==> config.mk <==
export PLATFORM = sky130hd
export DESIGN_NAME = mem_ctrl_flat
export DESIGN_NICKNAME = d
export VERILOG_FILES = /design/src/rtl/mem_ctrl_pkg.sv /design/src/rtl/mem_ctrl_if.sv /design/src/rtl/mem_ctrl_ext.sv /design/src/rtl/mem_ctrl.sv /design/src/flat_wrapper.sv
export SDC_FILE = /design/constraint.sdc
export NUM_CORES = 1
export LEC_CHECK = 0
export ABC_AREA = 1
export CAP_MARGIN = 0
export CORE_MARGIN = 5
export CORE_UTILIZATION = 30
export DETAILED_ROUTE_END_ITERATION = 10
export PLACE_DENSITY_LB_ADDON = 0.2
export SETUP_SLACK_MARGIN = 0.1
export SKIP_CTS_REPAIR_TIMING = 1
export SYNTH_ARGS = -nofsm -noshare
export SYNTH_HDL_FRONTEND = slang
export SYNTH_SLANG_ARGS = --single-unit
==> constraint.sdc <==
create_clock -name clk -period 4.45 [get_ports clk]
set_input_delay 0.445 -clock clk [delete_from_list [all_inputs] [get_ports clk]]
set_output_delay 0.445 -clock clk [all_outputs]
set_load 0.005 [all_outputs]
==> src/rtl/mem_ctrl_pkg.sv <==
// rtl/mem_ctrl_pkg.sv - shared length codes, FSM states, grant ids and byte-count helper for mem_ctrl
package mem_ctrl_pkg;

    localparam logic [1:0] LEN_B = 2'd0;
    localparam logic [1:0] LEN_H = 2'd1;
    localparam logic [1:0] LEN_W = 2'd2;

    typedef enum logic [1:0] {
        ST_IDLE  = 2'd0,
        ST_READ  = 2'd1,
        ST_WRITE = 2'd2,
        ST_DONE  = 2'd3
    } state_t;

    typedef enum logic {
        GNT_IF  = 1'b0,
        GNT_MEM = 1'b1
    } gnt_t;

    // Length code 3 is treated as a word access.
    function automatic logic [2:0] len_bytes(input logic [1:0] len);
        case (len)
            LEN_B:   return 3'd1;
            LEN_H:   return 3'd2;
            default: return 3'd4;
        endcase
    endfunction

endpackage

==> src/rtl/mem_ctrl_if.sv <==
// rtl/mem_ctrl_if.sv - pipeline request/response and byte-RAM signals of mem_ctrl
interface mem_ctrl_if #(parameter int ADDR_W = 32);

    logic              if_req;
    logic [ADDR_W-1:0] if_addr;
    logic [31:0]       if_data;
    logic              if_done;

    logic              mem_read;
    logic              mem_write;
    logic              mem_signed;
    logic [ADDR_W-1:0] mem_addr;
    logic [1:0]        mem_len;
    logic [31:0]       mem_w_data;
    logic [31:0]       mem_r_data;
    logic              mem_done;

    logic [ADDR_W-1:0] ram_addr;
    logic              ram_wr;
    logic [7:0]        ram_dout;
    logic [7:0]        ram_din;

    modport master (
        output if_req, if_addr, mem_read, mem_write, mem_signed, mem_addr, mem_len, mem_w_data, ram_din,
        input  if_data, if_done, mem_r_data, mem_done, ram_addr, ram_wr, ram_dout
    );

    modport slave (
        input  if_req, if_addr, mem_read, mem_write, mem_signed, mem_addr, mem_len, mem_w_data, ram_din,
        output if_data, if_done, mem_r_data, mem_done, ram_addr, ram_wr, ram_dout
    );

endinterface

==> src/rtl/mem_ctrl_ext.sv <==
// rtl/mem_ctrl_ext.sv - sign/zero extension of an assembled little-endian value by byte count
module mem_ext (
    input  logic [31:0] raw,
    input  logic [2:0]  nbytes,
    input  logic        sgn,
    output logic [31:0] ext
);

    always_comb begin
        ext = raw;
        case (nbytes)
            3'd1:    ext = {{24{sgn & raw[7]}}, raw[7:0]};
            3'd2:    ext = {{16{sgn & raw[15]}}, raw[15:0]};
            default: ext = raw;
        endcase
    end

endmodule

==> src/rtl/mem_ctrl.sv <==
// rtl/mem_ctrl.sv - IF/MEM arbiter serialising 1/2/4-byte accesses onto a byte-wide RAM; MEM_CTRL_RR_EN selects round-robin arbitration
module mem_ctrl
    import mem_ctrl_pkg::*;
#(
    parameter int ADDR_W = 32
) (
    input logic       clk,
    input logic       rst_n,
    mem_ctrl_if.slave bus
);

    state_t            state, state_nxt;
    gnt_t              gnt_r;
    logic [ADDR_W-1:0] base;
    logic [2:0]        nb;
    logic              sgn_r;
    logic [31:0]       wdata;
    logic [2:0]        cyc;
    logic [31:0]       asm_r;

    logic [ADDR_W-1:0] ram_addr_r;
    logic              ram_wr_r;
    logic [7:0]        ram_dout_r;
    logic [31:0]       if_data_r, mem_r_data_r;
    logic              if_done_r, mem_done_r;

    logic              req_mem, pick_mem, grant, finish;
    logic [ADDR_W-1:0] g_addr;
    logic [2:0]        g_n;
    logic              g_sgn, g_wr;
    logic [4:0]        cap_sh, wr_sh;
    logic [31:0]       asm_cap, ext_val;
    logic [7:0]        wr_byte;

`ifdef MEM_CTRL_RR_EN
    gnt_t last_grant;
`endif

    assign req_mem = bus.mem_read | bus.mem_write;

    always_comb begin
        state_nxt = state;
        grant     = 1'b0;
        finish    = 1'b0;
`ifdef MEM_CTRL_RR_EN
        // On contention the port that did not win last time is served.
        pick_mem  = req_mem & (~bus.if_req | (last_grant == GNT_IF));
`else
        pick_mem  = req_mem;
`endif
        case (state)
            ST_IDLE: begin
                if (req_mem | bus.if_req) begin
                    grant     = 1'b1;
                    state_nxt = (pick_mem & bus.mem_write) ? ST_WRITE : ST_READ;
                end
            end
            ST_READ: begin
                if (cyc == nb + 3'd1) begin
                    finish    = 1'b1;
                    state_nxt = ST_DONE;
                end
            end
            ST_WRITE: begin
                if (cyc == nb) begin
                    finish    = 1'b1;
                    state_nxt = ST_DONE;
                end
            end
            ST_DONE:  state_nxt = ST_IDLE;
            default:  state_nxt = ST_IDLE;
        endcase
    end

    assign g_addr = pick_mem ? bus.mem_addr : bus.if_addr;
    assign g_n    = pick_mem ? len_bytes(bus.mem_len) : 3'd4;
    assign g_sgn  = pick_mem & bus.mem_signed;
    assign g_wr   = pick_mem & bus.mem_write;

    // cyc counts edges since the grant; read data lags its address by two edges.
    assign cap_sh  = {cyc[1:0] - 2'd2, 3'b000};
    assign wr_sh   = {cyc[1:0], 3'b000};
    assign asm_cap = asm_r | (32'(bus.ram_din) << cap_sh);
    assign wr_byte = 8'(wdata >> wr_sh);

    mem_ext u_ext (
        .raw    (asm_cap),
        .nbytes (nb),
        .sgn    (sgn_r),
        .ext    (ext_val)
    );

    always_ff @(posedge clk or negedge rst_n) begin
        if (!rst_n) state <= ST_IDLE;
        else        state <= state_nxt;
    end

    always_ff @(posedge clk or negedge rst_n) begin
        if (!rst_n) begin
            gnt_r        <= GNT_IF;
            base         <= '0;
            nb           <= 3'd0;
            sgn_r        <= 1'b0;
            wdata        <= 32'd0;
            cyc          <= 3'd0;
            asm_r        <= 32'd0;
            ram_addr_r   <= '0;
            ram_wr_r     <= 1'b0;
            ram_dout_r   <= 8'd0;
            if_data_r    <= 32'd0;
            mem_r_data_r <= 32'd0;
            if_done_r    <= 1'b0;
            mem_done_r   <= 1'b0;
`ifdef MEM_CTRL_RR_EN
            last_grant   <= GNT_IF;
`endif
        end else begin
            if_done_r  <= 1'b0;
            mem_done_r <= 1'b0;
            case (state)
                ST_IDLE: begin
                    if (grant) begin
                        gnt_r      <= pick_mem ? GNT_MEM : GNT_IF;
                        base       <= g_addr;
                        nb         <= g_n;
                        sgn_r      <= g_sgn;
                        wdata      <= bus.mem_w_data;
                        cyc        <= 3'd1;
                        asm_r      <= 32'd0;
                        ram_addr_r <= g_addr;
                        ram_wr_r   <= g_wr;
                        if (g_wr) ram_dout_r <= bus.mem_w_data[7:0];
`ifdef MEM_CTRL_RR_EN
                        last_grant <= pick_mem ? GNT_MEM : GNT_IF;
`endif
                    end
                end
                ST_READ: begin
                    cyc <= cyc + 3'd1;
                    if (cyc >= 3'd2) asm_r <= asm_cap;
                    if (cyc < nb) ram_addr_r <= base + ADDR_W'(cyc);
                    if (finish) begin
                        if (gnt_r == GNT_MEM) begin
                            mem_r_data_r <= ext_val;
                            mem_done_r   <= 1'b1;
                        end else begin
                            if_data_r <= ext_val;
                            if_done_r <= 1'b1;
                        end
                    end
                end
                ST_WRITE: begin
                    cyc <= cyc + 3'd1;
                    if (cyc < nb) begin
                        ram_addr_r <= base + ADDR_W'(cyc);
                        ram_dout_r <= wr_byte;
                        ram_wr_r   <= 1'b1;
                    end else begin
                        ram_wr_r <= 1'b0;
                    end
                    if (finish) mem_done_r <= 1'b1;
                end
                default: ;
            endcase
        end
    end

    assign bus.ram_addr   = ram_addr_r;
    assign bus.ram_wr     = ram_wr_r;
    assign bus.ram_dout   = ram_dout_r;
    assign bus.if_data    = if_data_r;
    assign bus.if_done    = if_done_r;
    assign bus.mem_r_data = mem_r_data_r;
    assign bus.mem_done   = mem_done_r;

endmodule

==> src/flat_wrapper.sv <==
// flat-port wrapper written by rule: the top's interface ports become plain ports
module mem_ctrl_flat import mem_ctrl_pkg::*;
#(
    parameter int ADDR_W = 32
)
  (clk, rst_n, bus_if_req, bus_if_addr, bus_mem_read, bus_mem_write, bus_mem_signed, bus_mem_addr, bus_mem_len, bus_mem_w_data, bus_ram_din, bus_if_data, bus_if_done, bus_mem_r_data, bus_mem_done, bus_ram_addr, bus_ram_wr, bus_ram_dout);
  mem_ctrl_if #(.ADDR_W(ADDR_W)) bus_i ();
  input logic clk;
  input logic rst_n;
  input wire logic [$bits(bus_i.if_req)-1:0] bus_if_req;
  input wire logic [$bits(bus_i.if_addr)-1:0] bus_if_addr;
  input wire logic [$bits(bus_i.mem_read)-1:0] bus_mem_read;
  input wire logic [$bits(bus_i.mem_write)-1:0] bus_mem_write;
  input wire logic [$bits(bus_i.mem_signed)-1:0] bus_mem_signed;
  input wire logic [$bits(bus_i.mem_addr)-1:0] bus_mem_addr;
  input wire logic [$bits(bus_i.mem_len)-1:0] bus_mem_len;
  input wire logic [$bits(bus_i.mem_w_data)-1:0] bus_mem_w_data;
  input wire logic [$bits(bus_i.ram_din)-1:0] bus_ram_din;
  output wire logic [$bits(bus_i.if_data)-1:0] bus_if_data;
  output wire logic [$bits(bus_i.if_done)-1:0] bus_if_done;
  output wire logic [$bits(bus_i.mem_r_data)-1:0] bus_mem_r_data;
  output wire logic [$bits(bus_i.mem_done)-1:0] bus_mem_done;
  output wire logic [$bits(bus_i.ram_addr)-1:0] bus_ram_addr;
  output wire logic [$bits(bus_i.ram_wr)-1:0] bus_ram_wr;
  output wire logic [$bits(bus_i.ram_dout)-1:0] bus_ram_dout;
  assign bus_i.if_req = bus_if_req;
  assign bus_i.if_addr = bus_if_addr;
  assign bus_i.mem_read = bus_mem_read;
  assign bus_i.mem_write = bus_mem_write;
  assign bus_i.mem_signed = bus_mem_signed;
  assign bus_i.mem_addr = bus_mem_addr;
  assign bus_i.mem_len = bus_mem_len;
  assign bus_i.mem_w_data = bus_mem_w_data;
  assign bus_i.ram_din = bus_ram_din;
  assign bus_if_data = bus_i.if_data;
  assign bus_if_done = bus_i.if_done;
  assign bus_mem_r_data = bus_i.mem_r_data;
  assign bus_mem_done = bus_i.mem_done;
  assign bus_ram_addr = bus_i.ram_addr;
  assign bus_ram_wr = bus_i.ram_wr;
  assign bus_ram_dout = bus_i.ram_dout;
  mem_ctrl #(.ADDR_W(ADDR_W)) u_core (.clk(clk), .rst_n(rst_n), .bus(bus_i));
endmodule
==> reports/results.ini <==
[sta]
finalCriticalPeriod_ns = 2.83
slew_viol_final = 0
finalHoldViolations = 0
tightest_slew_ns = 1.02
fin_skew_ns = 0.0107
relSlewSlack_pct = 31.9
fin_crit_sh_pct = 63.5
setup_viol = 0
setup_tns_ns = 0
rsz0062_at_grt = no
fmax_mhz = 354

[worst_setup_path]
max_stage_delay_ns = 0.39
worstRegToRegCells = 14
crit_chain = buf_4 -> ha_1 -> inv_1 -> fa_1 -> inv_1 -> nand2_1 -> nand2_1 -> nand2_1 -> nor2_1 -> nand2_1 -> o21ai_0 -> nand3_1 -> nand2_1 -> nand2_1
required_ns = 4.87
r2r-end = u_core.bus.ram_addr[18]$_DFFE_PN0P_
critPathMostFrequentCell = nand2_1
critPathMaxFanout = 34
crit_family = simple AND/OR/NAND/NOR gates
start_kind = flop
crit_slowest_cell = fa_1
arrival_ns = 3.24
cp.buffers_inverters = 3
reg2reg_from = u_core.cyc[0]$_DFFE_PN0P_
worst-setup-path-type = reg -> reg
reg2reg_setup_slack_ns = 1.62
critPathCaptureType = flop

[route]
drt_first_pass_iters = 5
routed_wl_um = 34600
vias = 9938
drt_iter0_markers = 498
routedWlPerCell_um = 16.6
drtAntennaViolNets = 0
viasPerCell = 4.76
drc_errors = 0

[global_route]
grt.overflow.total = 0
antenna_found_initial = 2
gr-usage-all-layers_pct = 16.7
grt_pass1_wl_um = 56000
grt_max_degree = 115
grt_pass1_vias = 9852

[clocking]
cts.sinks = 213
cts-root-buf = clkbuf_16
cts_buffers = 26
htree_levels = 1
cts_tree = done
clkTransAtPathRegs_ns = 0.06
cts_buffer_depth = 3
clkLatencyLatePin_ns = 0.54

[floorplan]
dieHeight_um = 201
core_um2 = 36300
row_count = 70
io_pins = 219
initial_core_util_pct = 30.2
die_x_um = 201
die-area_um2 = 40500

[final_layout]
area_growth_pct = 31.2
instances_no_fill = 2087
nNetsFinal = 1726
layout-drive-gt1-share_pct = 5.06
num_antenna_cells = 0

[worst_hold_path]
hp-class = in -> async

[outcome]
status = completed

[synthesis]
syn_area_um2 = 11000
ys_warn_count = 0
syn_nets = 1542
syn_inst = 1416
netlist.area_leader.share_pct = 48.6
synth_seq_cells = 213
yosys-top-cells-area = dfrtp_1 49%, nand2_1 17%, o21ai_0 7.4%, nand3_1 5.3%, inv_1 2.9%
synth_top_area_cell = dfrtp_1
syn-mean-instance-area_um2 = 7.75
ys_types = 34
synth.yosys.seq_area_share_pct = 48.6

[placement]
numPortBuffers = 218
place_inst = 2040
dp.final_hpwl_um = 24700
routabilityCongestion = 0.860

[run]
drv_cap = 0

[power]
power_density_nw_per_um2 = 731
power.leakage_nw = 6.51
vdd_drop_max_mv = 0.512

[worst reg2reg max path, stage by stage (launching register included)]
cell and delay, ns:
dfrtp_1 0.36, buf_4 0.35, ha_1 0.26, inv_1 0.07, fa_1 0.39, inv_1 0.09, nand2_1 0.08, nand2_1 0.07
nand2_1 0.09, nor2_1 0.39, nand2_1 0.15, o21ai_0 0.18, nand3_1 0.10, nand2_1 0.08, nand2_1 0.05
[cell type report]
cell class	instances	area, µm²
Fill cell	3768	22000
Sequential cell	213	5330
Multi-Input combinational cell	1032	4880
Timing Repair Buffer	235	2330
Clock buffer	40	805
Tap cell	468	586
Inverter	92	345
Clock inverter	7	118
[cells in the final DEF (no fill, tap or decap), drive strengths merged]
master,netlist,routed
nor3,5,5
nand4,38,38
bufinv,0,3
nand3,117,117
nand2,512,512
o22ai,2,2
clkinv,1,4
a31oi,4,4
ha,13,13
o32ai,1,1
or2,2,2
mux2i,28,28
nand3b,13,13
o21ai,169,169
buf,43,17
nor2,76,76
fa,1,1
inv,91,92
a211oi,1,1
clkbuf,36,41
xnor2,3,3
a21oi,41,41
dfrtp,213,213
clkdlybuf4s50,0,217
xor2,6,6
[registers in the layout (all words and copies together) (netlist names), 2 cells and up]
signal and count:
u_core.wdata 32, u_core.asm_r 32, u_core.bus.if_data 32, u_core.base 32, u_core.bus.ram_addr 32, u_core.nb 3, u_core.cyc 3, u_core.bus.mem_r_data 32
u_core.bus.ram_dout 8, u_core.state 2
[worst max-delay path by stage]
stage / startpoint / endpoint / depth (start not counted)
2_1_floorplan: u_core.cyc[1]$_DFFE_PN0P_ / u_core.bus.ram_addr[18]$_DFFE_PN0P_ / 14
3_3_place_gp: u_core.cyc[0]$_DFFE_PN0P_ / u_core.bus.ram_addr[18]$_DFFE_PN0P_ / 14
3_5_place_dp: bus_mem_write / u_core.wdata[1]$_DFFE_PN0P_ / 9
4_1_cts: u_core.cyc[0]$_DFFE_PN0P_ / u_core.bus.ram_addr[18]$_DFFE_PN0P_ / 14
5_1_grt: u_core.cyc[1]$_DFFE_PN0P_ / u_core.bus.ram_addr[12]$_DFFE_PN0P_ / 9
6_report: u_core.cyc[0]$_DFFE_PN0P_ / u_core.bus.ram_addr[18]$_DFFE_PN0P_ / 14
[cells by family after synthesis]
group | share of synthesized area (%)
simple gates | 29.1
compound gates | 10.4
flops | 48.6
buf+inv | 7.04
mux | 2.55
fa+ha+maj | 1.67
xor+xnor | 0.719
[cell usage after synthesis]
cell type  instances
nor2_1            73
clkinv_1           1
xnor2_1            3
dfrtp_1          213
nand4_1           38
buf_2             27
o21ai_1            4
clkbuf_1          34
buf_6              9
nand3b_1          13
nand3_1          116
a21oi_2            2
xor2_1             6
inv_1             86
nor2_4             1
clkbuf_2           2
nor3_1             5
or2_2              2
fa_1               1
buf_4              7
a211oi_4           1
ha_1              13
nand2_2            3
nand2_1          509
a21oi_1           39
o22ai_1            2
o21ai_0          162
a31oi_1            4
mux2i_1           28
o32ai_1            1
inv_2              5
o21ai_2            3
nor2_2             2
nand3_2            1
[stage by stage]
stage          area, µm²  total power [mW]  worst slack (ns)  hold slack [ns]  utilization, %
2_1_floorplan      11000              6.42              2.22            0.149               -
3_3_place_gp       13500              8.26              1.63            0.457            37.1
4_1_cts            14400              10.7              1.62           0.0793            39.6
3_5_place_dp       13500              8.32              1.60            0.460            37.1
5_1_grt            14400              11.5              1.33            0.110            39.6
6_report           14400              10.5              1.62           0.0244            39.6
[metal layers]
layer / track usage, % / wire [µm] / vias to the layer above
met4: 3.91 / 741 / 4
met1: 24.1 / 16500 / 4662
met2: 25.7 / 15400 / 245
met5: 0 / 14 / -
li1: - / - / 4986
met3: 3.64 / 2030 / 41
[where the power goes]
| part | internal [mW] | switching [mW] |
|---|---|---|
| sequential | 2.77 | 0.556 |
| combinational | 1.89 | 3.03 |
| clock | 1.41 | 0.852 |
| total | 6.07 | 4.44 |
Note: power is estimated with default switching activity, not from simulation.
